[config.mk]
export PLATFORM = sky130hd
export DESIGN_NAME = alu_issue_stage
export DESIGN_NICKNAME = d
export VERILOG_FILES = /design/src/rtl/alu_issue_stage.sv
export SDC_FILE = /design/constraint.sdc
export NUM_CORES = 1
export LEC_CHECK = 0
export ABC_AREA = 1
export BUFFER_PORTS_ARGS = -buffer_cell sky130_fd_sc_hd__buf_2
export CORE_UTILIZATION = 45
export CTS_BUF_LIST = sky130_fd_sc_hd__clkbuf_8
export DETAILED_ROUTE_END_ITERATION = 10
export GPL_TIMING_DRIVEN = 0
export PLACE_DENSITY = 0.77
export SLEW_MARGIN = 20
export SYNTH_ARGS = -nofsm -noshare
export SYNTH_HDL_FRONTEND = slang
export SYNTH_SLANG_ARGS = --single-unit
[constraint.sdc]
create_clock -name clk -period 1.2 [get_ports clk]
set_input_delay 0.06 -clock clk [delete_from_list [all_inputs] [get_ports clk]]
set_output_delay 0.06 -clock clk [all_outputs]
set_load 0.05 [all_outputs]
[src/rtl/alu_issue_stage.sv]
// ALU issue stage: decodes ALU control at capture and holds it in a 2-entry skid buffer.
// Optional operand forwarding at capture is enabled by defining ALU_FWD_EN.
module alu_issue_stage #(
    parameter int DEPTH = 2
) (
    input  logic        clk,
    input  logic        rst_n,
    input  logic        in_valid,
    output logic        in_ready,
    input  logic [1:0]  in_aluop,
    input  logic [5:0]  in_funct,
    input  logic [31:0] in_rs_data,
    input  logic [31:0] in_rt_data,
    input  logic [31:0] in_imm,
    input  logic        in_alusrc,
    input  logic [4:0]  in_rs_addr,
    input  logic [4:0]  in_rt_addr,
    input  logic [4:0]  in_rd,
    input  logic        flush,
    output logic        out_valid,
    input  logic        out_ready,
    output logic [31:0] read1,
    output logic [31:0] read2,
    output logic [3:0]  operation,
    output logic [4:0]  out_rd,
    output logic        illegal
`ifdef ALU_FWD_EN
    ,
    input  logic        fwd_valid,
    input  logic [4:0]  fwd_rd,
    input  logic [31:0] fwd_data
`endif
);

    typedef enum logic [1:0] {
        EMPTY = 2'd0,
        ONE   = 2'd1,
        FULL  = 2'd2
    } state_t;

    typedef struct packed {
        logic [31:0] read1;
        logic [31:0] read2;
        logic [3:0]  op;
        logic [4:0]  rd;
        logic        illegal;
    } entry_t;

    state_t      r_state;
    state_t      w_state_nxt;
    logic        r_in_ready;
    logic        r_wr_ptr;
    logic        r_rd_ptr;
    entry_t      r_mem [DEPTH];

    logic        w_push;
    logic        w_pop;
    logic [3:0]  w_op;
    logic        w_illegal;
    logic [31:0] w_rs;
    logic [31:0] w_rt;
    entry_t      w_entry;

    // Forwarding never applies to register 0, which always reads as zero.
`ifdef ALU_FWD_EN
    assign w_rs = (fwd_valid && (fwd_rd == in_rs_addr) && (fwd_rd != 5'd0)) ? fwd_data : in_rs_data;
    assign w_rt = (fwd_valid && (fwd_rd == in_rt_addr) && (fwd_rd != 5'd0)) ? fwd_data : in_rt_data;
`else
    logic w_unused;
    assign w_unused = ^{in_rs_addr, in_rt_addr};
    assign w_rs     = in_rs_data;
    assign w_rt     = in_rt_data;
`endif

    always_comb begin
        w_op      = 4'b1111;
        w_illegal = 1'b0;
        unique case (in_aluop)
            2'b00: w_op = 4'b0010;
            2'b01: w_op = 4'b0110;
            2'b11: w_op = 4'b0111;
            2'b10: begin
                case (in_funct)
                    6'b100000: w_op = 4'b0010;
                    6'b100010: w_op = 4'b0110;
                    6'b100100: w_op = 4'b0000;
                    6'b100101: w_op = 4'b0001;
                    6'b101010: w_op = 4'b0111;
                    6'b100111: w_op = 4'b1100;
                    default: begin
                        w_op      = 4'b1111;
                        w_illegal = 1'b1;
                    end
                endcase
            end
            default: w_op = 4'b1111;
        endcase
    end

    assign w_entry.read1   = w_rs;
    assign w_entry.read2   = in_alusrc ? in_imm : w_rt;
    assign w_entry.op      = w_op;
    assign w_entry.rd      = in_rd;
    assign w_entry.illegal = w_illegal;

    assign w_push = in_valid && r_in_ready;
    assign w_pop  = out_ready && (r_state != EMPTY);

    always_comb begin
        w_state_nxt = r_state;
        if (flush) begin
            w_state_nxt = EMPTY;
        end else begin
            unique case (r_state)
                EMPTY: if (w_push) w_state_nxt = ONE;
                ONE: begin
                    if (w_push && !w_pop) w_state_nxt = FULL;
                    else if (w_pop && !w_push) w_state_nxt = EMPTY;
                end
                FULL:    if (w_pop) w_state_nxt = ONE;
                default: w_state_nxt = EMPTY;
            endcase
        end
    end

    // in_ready is registered from the next state so it never depends on out_ready combinationally.
    always_ff @(posedge clk or negedge rst_n) begin
        if (!rst_n) begin
            r_state    <= EMPTY;
            r_in_ready <= 1'b0;
            r_wr_ptr   <= 1'b0;
            r_rd_ptr   <= 1'b0;
        end else begin
            r_state    <= w_state_nxt;
            r_in_ready <= (w_state_nxt != FULL);
            if (flush) begin
                r_wr_ptr <= 1'b0;
                r_rd_ptr <= 1'b0;
            end else begin
                if (w_push) r_wr_ptr <= ~r_wr_ptr;
                if (w_pop)  r_rd_ptr <= ~r_rd_ptr;
            end
        end
    end

    always_ff @(posedge clk or negedge rst_n) begin
        if (!rst_n) begin
            for (int i = 0; i < DEPTH; i++) r_mem[i] <= '0;
        end else if (w_push && !flush) begin
            r_mem[r_wr_ptr] <= w_entry;
        end
    end

    assign in_ready  = r_in_ready;
    assign out_valid = (r_state != EMPTY);
    assign read1     = r_mem[r_rd_ptr].read1;
    assign read2     = r_mem[r_rd_ptr].read2;
    assign operation = r_mem[r_rd_ptr].op;
    assign out_rd    = r_mem[r_rd_ptr].rd;
    assign illegal   = r_mem[r_rd_ptr].illegal;

endmodule
======== After elaboration in Yosys (flattened, before gate mapping) ========
Cells that the tools add are included.
cells by class
  $lt $le $gt $ge ......................... 3
  equality and inequality tests ........... 12
  multiplexer cells ....................... 21
  bitwise gates (word level) .............. 4
  reduce and logical (&&, ||, !) cells .... 15
operators by type and width
  cell                count
  $mux 74             4
  $bwmux 148          1
  $demux 74 s1        1
  $eq 6x6->1 const B  6
  $mux 32             1
  $pmux 4 s6          1
  $pmux 4 s4          1
  $mux 2              5
  $eq 2x2->1 const B  3
  $logic_and 1x1->1   6
  $mux 1              6
  $pmux 2 s3          1
  $reduce_bool 2->1   3
  $reduce_or 6->1     1
  $eq 2x1->1 const B  2
  $ge 2x2->1 const B  2
  $logic_not 2->1     2
  $not 1->2           2
  $logic_not 1->1     3
  $lt 2x1->1 const B  1
  $ne 2x2->1 const B  1
  $not 1->1           2
storage, ports and cells
  flip-flop bits (word level) ............. 153
  bits of input ports ..................... 125
  output and inout bits ................... 76
  word-level logic and storage cells ...... 69

======== Logic depth before layout (Yosys ltp) ========
  word-level depth ........................ 8
  mapped depth ............................ 9
  mapped depth without buffers ............ 8

======== Worst setup path before layout ========
Ideal clock, no wire load.
  path kind ............................... register to output
  from .................................... register r_rd_ptr
  to ...................................... output read2[26]
  arrival ................................. 1.804 ns
  data required time ...................... 1.140 ns
  path slack .............................. -0.664 ns
  stages on the path, launching flop included .. 4
  path buffers ............................ 2
  cells stage by stage .................... dfrtp_1 buf_2 clkbuf_1 o21ai_0
on the way
  longest elaborated chain between the ends .. 4
RTL lines
  what                             RTL line  RTL
  start: declaration               53        logic r_rd_ptr;
  start signal: assignment         141       if (w_pop) r_rd_ptr <= ~r_rd_ptr;
  $not 1->2 (not written as such)  157       assign read2 = r_mem[r_rd_ptr].read2;
  $mux 74 (3 in a row)             --
  end: declaration                 23        output logic [31:0] read2,
Every way passes these cells. The select of a mux whose other input is x is not followed.

======== Worst setup path in the final report ========
  from .................................... register r_rd_ptr
  to ...................................... output read1[12]
on the way
  longest elaborated chain between the ends .. 4
RTL lines
  what                             RTL line  RTL
  $not 1->2 (not written as such)  156       assign read1 = r_mem[r_rd_ptr].read1;
  $mux 74 (3 in a row)             --
  end: declaration                 22        output logic [31:0] read1,
Every way passes these cells. The select of a mux whose other input is x is not followed.

==> metrics.csv <==
stage,metric,value,unit
run_status,status,"finished, violations left",
run_status,failed_checks,"negative hold slack, negative setup slack",
cells_and_area,areaGrowthSynthToFinish,93.5,%
sta,finalSetupViolations,225,
yosys,synth_sequential_area_ratio,53.1,%
clock_network,clk-insertion-delay-late,460,ps
worst_setup_path,arrival_worst_endpoint,1810,ps
grt,gr-total-overflow,0,
floorplanning,die-area,0.0165,mm²
yosys,mappedNetlistNets,1015,
sta,timing_max_transition_violations_final,0,
sta,grt_setup_unrepaired,true,
worst_setup_path,cp-start-kind,register,
worst_hold_path,worstHoldPathType,in2reg,
cells_and_area,num-nets-final,1389,
yosys,syn_inst_count,890,
worst_hold_path,min_from,in_valid,
detailed_routing,drt-pass1-iter-count,6,
yosys,synth_enable_flop_cells,0,
detailed_routing,post-route-drc-count,0,
grt,grt_start_max_net_pins,102,
run,cap_violations,0,
pwr,p_leak,0.00681,µW
floorplanning,initial_utilization,46.8,%
worst_setup_path,regToRegStartpoint,r_wr_ptr,
detailed_routing,drt_iter0_markers,704,
detailed_routing,post_drt_via_cell_ratio,5.66,
detailed_routing,routed_wl,33100,µm
worst_setup_path,critical_path_peak_fanout,10,
worst_setup_path,cp-end-kind,output pin,
yosys,synthDominantCellAreaShare,53.1,%
grt,grt_pass1_vias,7649,
sta,finalClockSkew,11.9,ps
cells_and_area,finish.cell_count_without_fillers,1491,
clock_network,clk_path_buf_depth,2,
sta,finalHoldViolCount,1,
place,io_buffer_count,189,
sta,worst_slew_margin_rel,64.6,%
clock_network,cts-root-buf,sky130_fd_sc_hd__clkbuf_8,
yosys,synth_largest_area_cell,sky130_fd_sc_hd__dfrtp_1,
detailed_routing,postRouteAntennaNets,0,
cells_and_area,layout-drive-gt1-share,58.3,%
clock_network,htree_num_levels,4,
detailed_routing,num_vias,8436,
clock_network,numClockSinks,153,
detailed_routing,routedWlPerCell,22.2,µm
pwr,p_per_area,1470,mW/mm²
place,gp_congestion,0.809,
yosys,synth_seq_cells,153,
yosys,synth_area,0.00721,mm²
floorplanning,die_height,129,µm
place,place.detailed.instances,1291,
clock_network,holdBufCountCts,107,
sta,finalCritPeriodShare,156,%
floorplanning,floorplan.die.width,129,µm
yosys,yosys_warnings,0,
yosys,synth-async-reset-ratio,100,%
sta,max_clock_freq,535,MHz
clock_network,worst_setup_hold_path_clk_slew,90,ps
worst_setup_path,data_required_time_at_the_worst_endpoint,1140,ps
yosys,post_synth.cell_area_avg,8.11,µm²
worst_setup_path,timing.setup.critical_path_class,reg2out,
grt,antenna_found_initial,1,
yosys,post_synth_main_area_contributors,"sky130_fd_sc_hd__dfrtp_1 53%, sky130_fd_sc_hd__nand2_1 20%, sky130_fd_sc_hd__o21ai_0 6.3%",
sta,final_worst_setup_slack,-668,ps
grt,grt_first_pass_wirelength,37600,µm
yosys,netlist-cell-type-count,24,
clock_network,num_cts_buffers,17,
clock_network,cts_tree,done,
floorplanning,number_of_placement_rows,45,
pwr,peakVddDrop,923,µV
floorplanning,ios,201,
place,placement_stage_worst_setup_slack,-620,ps
sta,whs,-47.4,ps
sta,tightest_slew,530,ps
worst_setup_path,reg2reg_slack,-410,ps
yosys,top_ff_cell_synth,sky130_fd_sc_hd__dfrtp_1,
cells_and_area,finish.utilization,90.5,%
sta,timing.final.crit_period,1870,ps
place,post-dp-hpwl,12900,µm
worst_setup_path,cp-startpoint,r_rd_ptr,
grt,gr-usage-all-layers,30.0,%
floorplanning,placeableCoreArea,0.0154,mm²
-- final timing paths --
check                              to  depth (start not counted)
max in group asynchronous  r_mem[112]                          3
hold reg to reg             r_mem[19]                          2
min in group asynchronous  r_mem[123]                          2
setup reg to reg            r_mem[57]                         10
setup / recovery            read1[12]                          5
hold / removal               r_wr_ptr                          4
-- routing by layer --
layer	global-route usage, %	routed length, µm	vias to the layer above
met5	0	0	-
met4	17.6	2310	0
met3	4.70	2560	205
met2	50.7	16700	599
met1	36.4	11600	4084
li1	-	-	3548
-- stage by stage --
step | total power, µW | setup TNS, ps | cell area, µm² | hold slack (ps)
after global placement | 12300 | -367680 | 8830 | 265
after floorplan | 11100 | -14010 | 7620 | -236
after detailed placement | 12400 | -43370 | 8870 | -6.42
after global routing | 21200 | -90530 | 14000 | -46.1
final | 20500 | -80990 | 14000 | -47.4
after CTS | 17400 | -53890 | 11700 | -56.8
-- area by class of cell --
cell class / count / area (µm²)
Sequential cell: 153 / 3830
Fill cell: 609 / 1470
Clock buffer: 19 / 262
Clock inverter: 13 / 106
Buffer: 50 / 752
Timing Repair Buffer: 357 / 3890
Inverter: 89 / 343
Antenna cell: 3 / 7.51
Tap cell: 211 / 264
Multi-Input combinational cell: 596 / 4500
-- layout by cell type (no fill, tap or decap), types with 21 or more instances in the layout --
| cell type | Yosys | layout |
|---|---|---|
| sky130_fd_sc_hd__dfrtp_1 | 153 | 151 |
| sky130_fd_sc_hd__buf_6 | 14 | 41 |
| sky130_fd_sc_hd__dlygate4sd3_1 | 0 | 107 |
| sky130_fd_sc_hd__mux2_2 | 30 | 30 |
| sky130_fd_sc_hd__nand2_2 | 0 | 139 |
| sky130_fd_sc_hd__o21ai_1 | 54 | 36 |
| sky130_fd_sc_hd__nand2_4 | 0 | 120 |
| sky130_fd_sc_hd__buf_2 | 12 | 114 |
| sky130_fd_sc_hd__nand2_1 | 385 | 126 |
| sky130_fd_sc_hd__o21ai_2 | 0 | 94 |
| sky130_fd_sc_hd__buf_8 | 0 | 60 |
| sky130_fd_sc_hd__buf_12 | 0 | 29 |
| sky130_fd_sc_hd__inv_1 | 86 | 86 |
| sky130_fd_sc_hd__clkbuf_16 | 0 | 21 |
-- cell families (layout without fill, tap and decap cells) --
group / count (synthesis) / count (layout) / synth area share, %
and+or+nand+nor: 414 / 414 / 22.1
AOI/OAI and AO/OA: 150 / 150 / 10.4
muxes: 32 / 32 / 4.99
DFF: 153 / 153 / 53.1
buffers and inverters: 141 / 528 / 9.43
other: 0 / 3 / 0
-- flip-flops by register name, indices dropped and copies added, names as in the netlist --
| signal | count |
|---|---|
| in_ready | 1 |
| r_mem | 148 |
| r_rd_ptr | 1 |
| r_state | 2 |
| r_wr_ptr | 1 |
-- Yosys cell counts (2+ instances only) --
library cell and instances:
sky130_fd_sc_hd__mux2_1 2, sky130_fd_sc_hd__inv_2 3, sky130_fd_sc_hd__inv_1 86, sky130_fd_sc_hd__buf_6 14
sky130_fd_sc_hd__nor2_1 13, sky130_fd_sc_hd__o21ai_0 91, sky130_fd_sc_hd__nand3_1 10, sky130_fd_sc_hd__dfrtp_1 153
sky130_fd_sc_hd__o21ai_1 54, sky130_fd_sc_hd__mux2_2 30, sky130_fd_sc_hd__buf_2 12, sky130_fd_sc_hd__buf_4 8
sky130_fd_sc_hd__nand2_1 385, sky130_fd_sc_hd__a21oi_1 4, sky130_fd_sc_hd__clkbuf_1 16
-- critical path, stage by stage, from the launching register on --
cell                       delay [ps]
sky130_fd_sc_hd__dfrtp_2          420
sky130_fd_sc_hd__buf_8            150
sky130_fd_sc_hd__clkbuf_2         300
sky130_fd_sc_hd__nand2_1          200
sky130_fd_sc_hd__nand2_4          130
sky130_fd_sc_hd__buf_8            150
-- power breakdown --
part | switching, µW | internal (µW) | total, µW
logic | 5260 | 3960 | 9220
registers | 1160 | 6300 | 7460
clock network | 2130 | 1730 | 3850
total | 8540 | 12000 | 20500
-- repair_timing --
| item | CTS | global route |
|---|---|---|
| hold endpoints to repair | 301 | 1 |
| cloned | 16 | 19 |
| pin swaps | 16 | 51 |
| gates resized for setup | 261 | 502 |
| endpoints found under the setup margin | 216 | 228 |
| buffers inserted | 15 | 13 |
No activity file was read; power rests on OpenSTA's default activity.
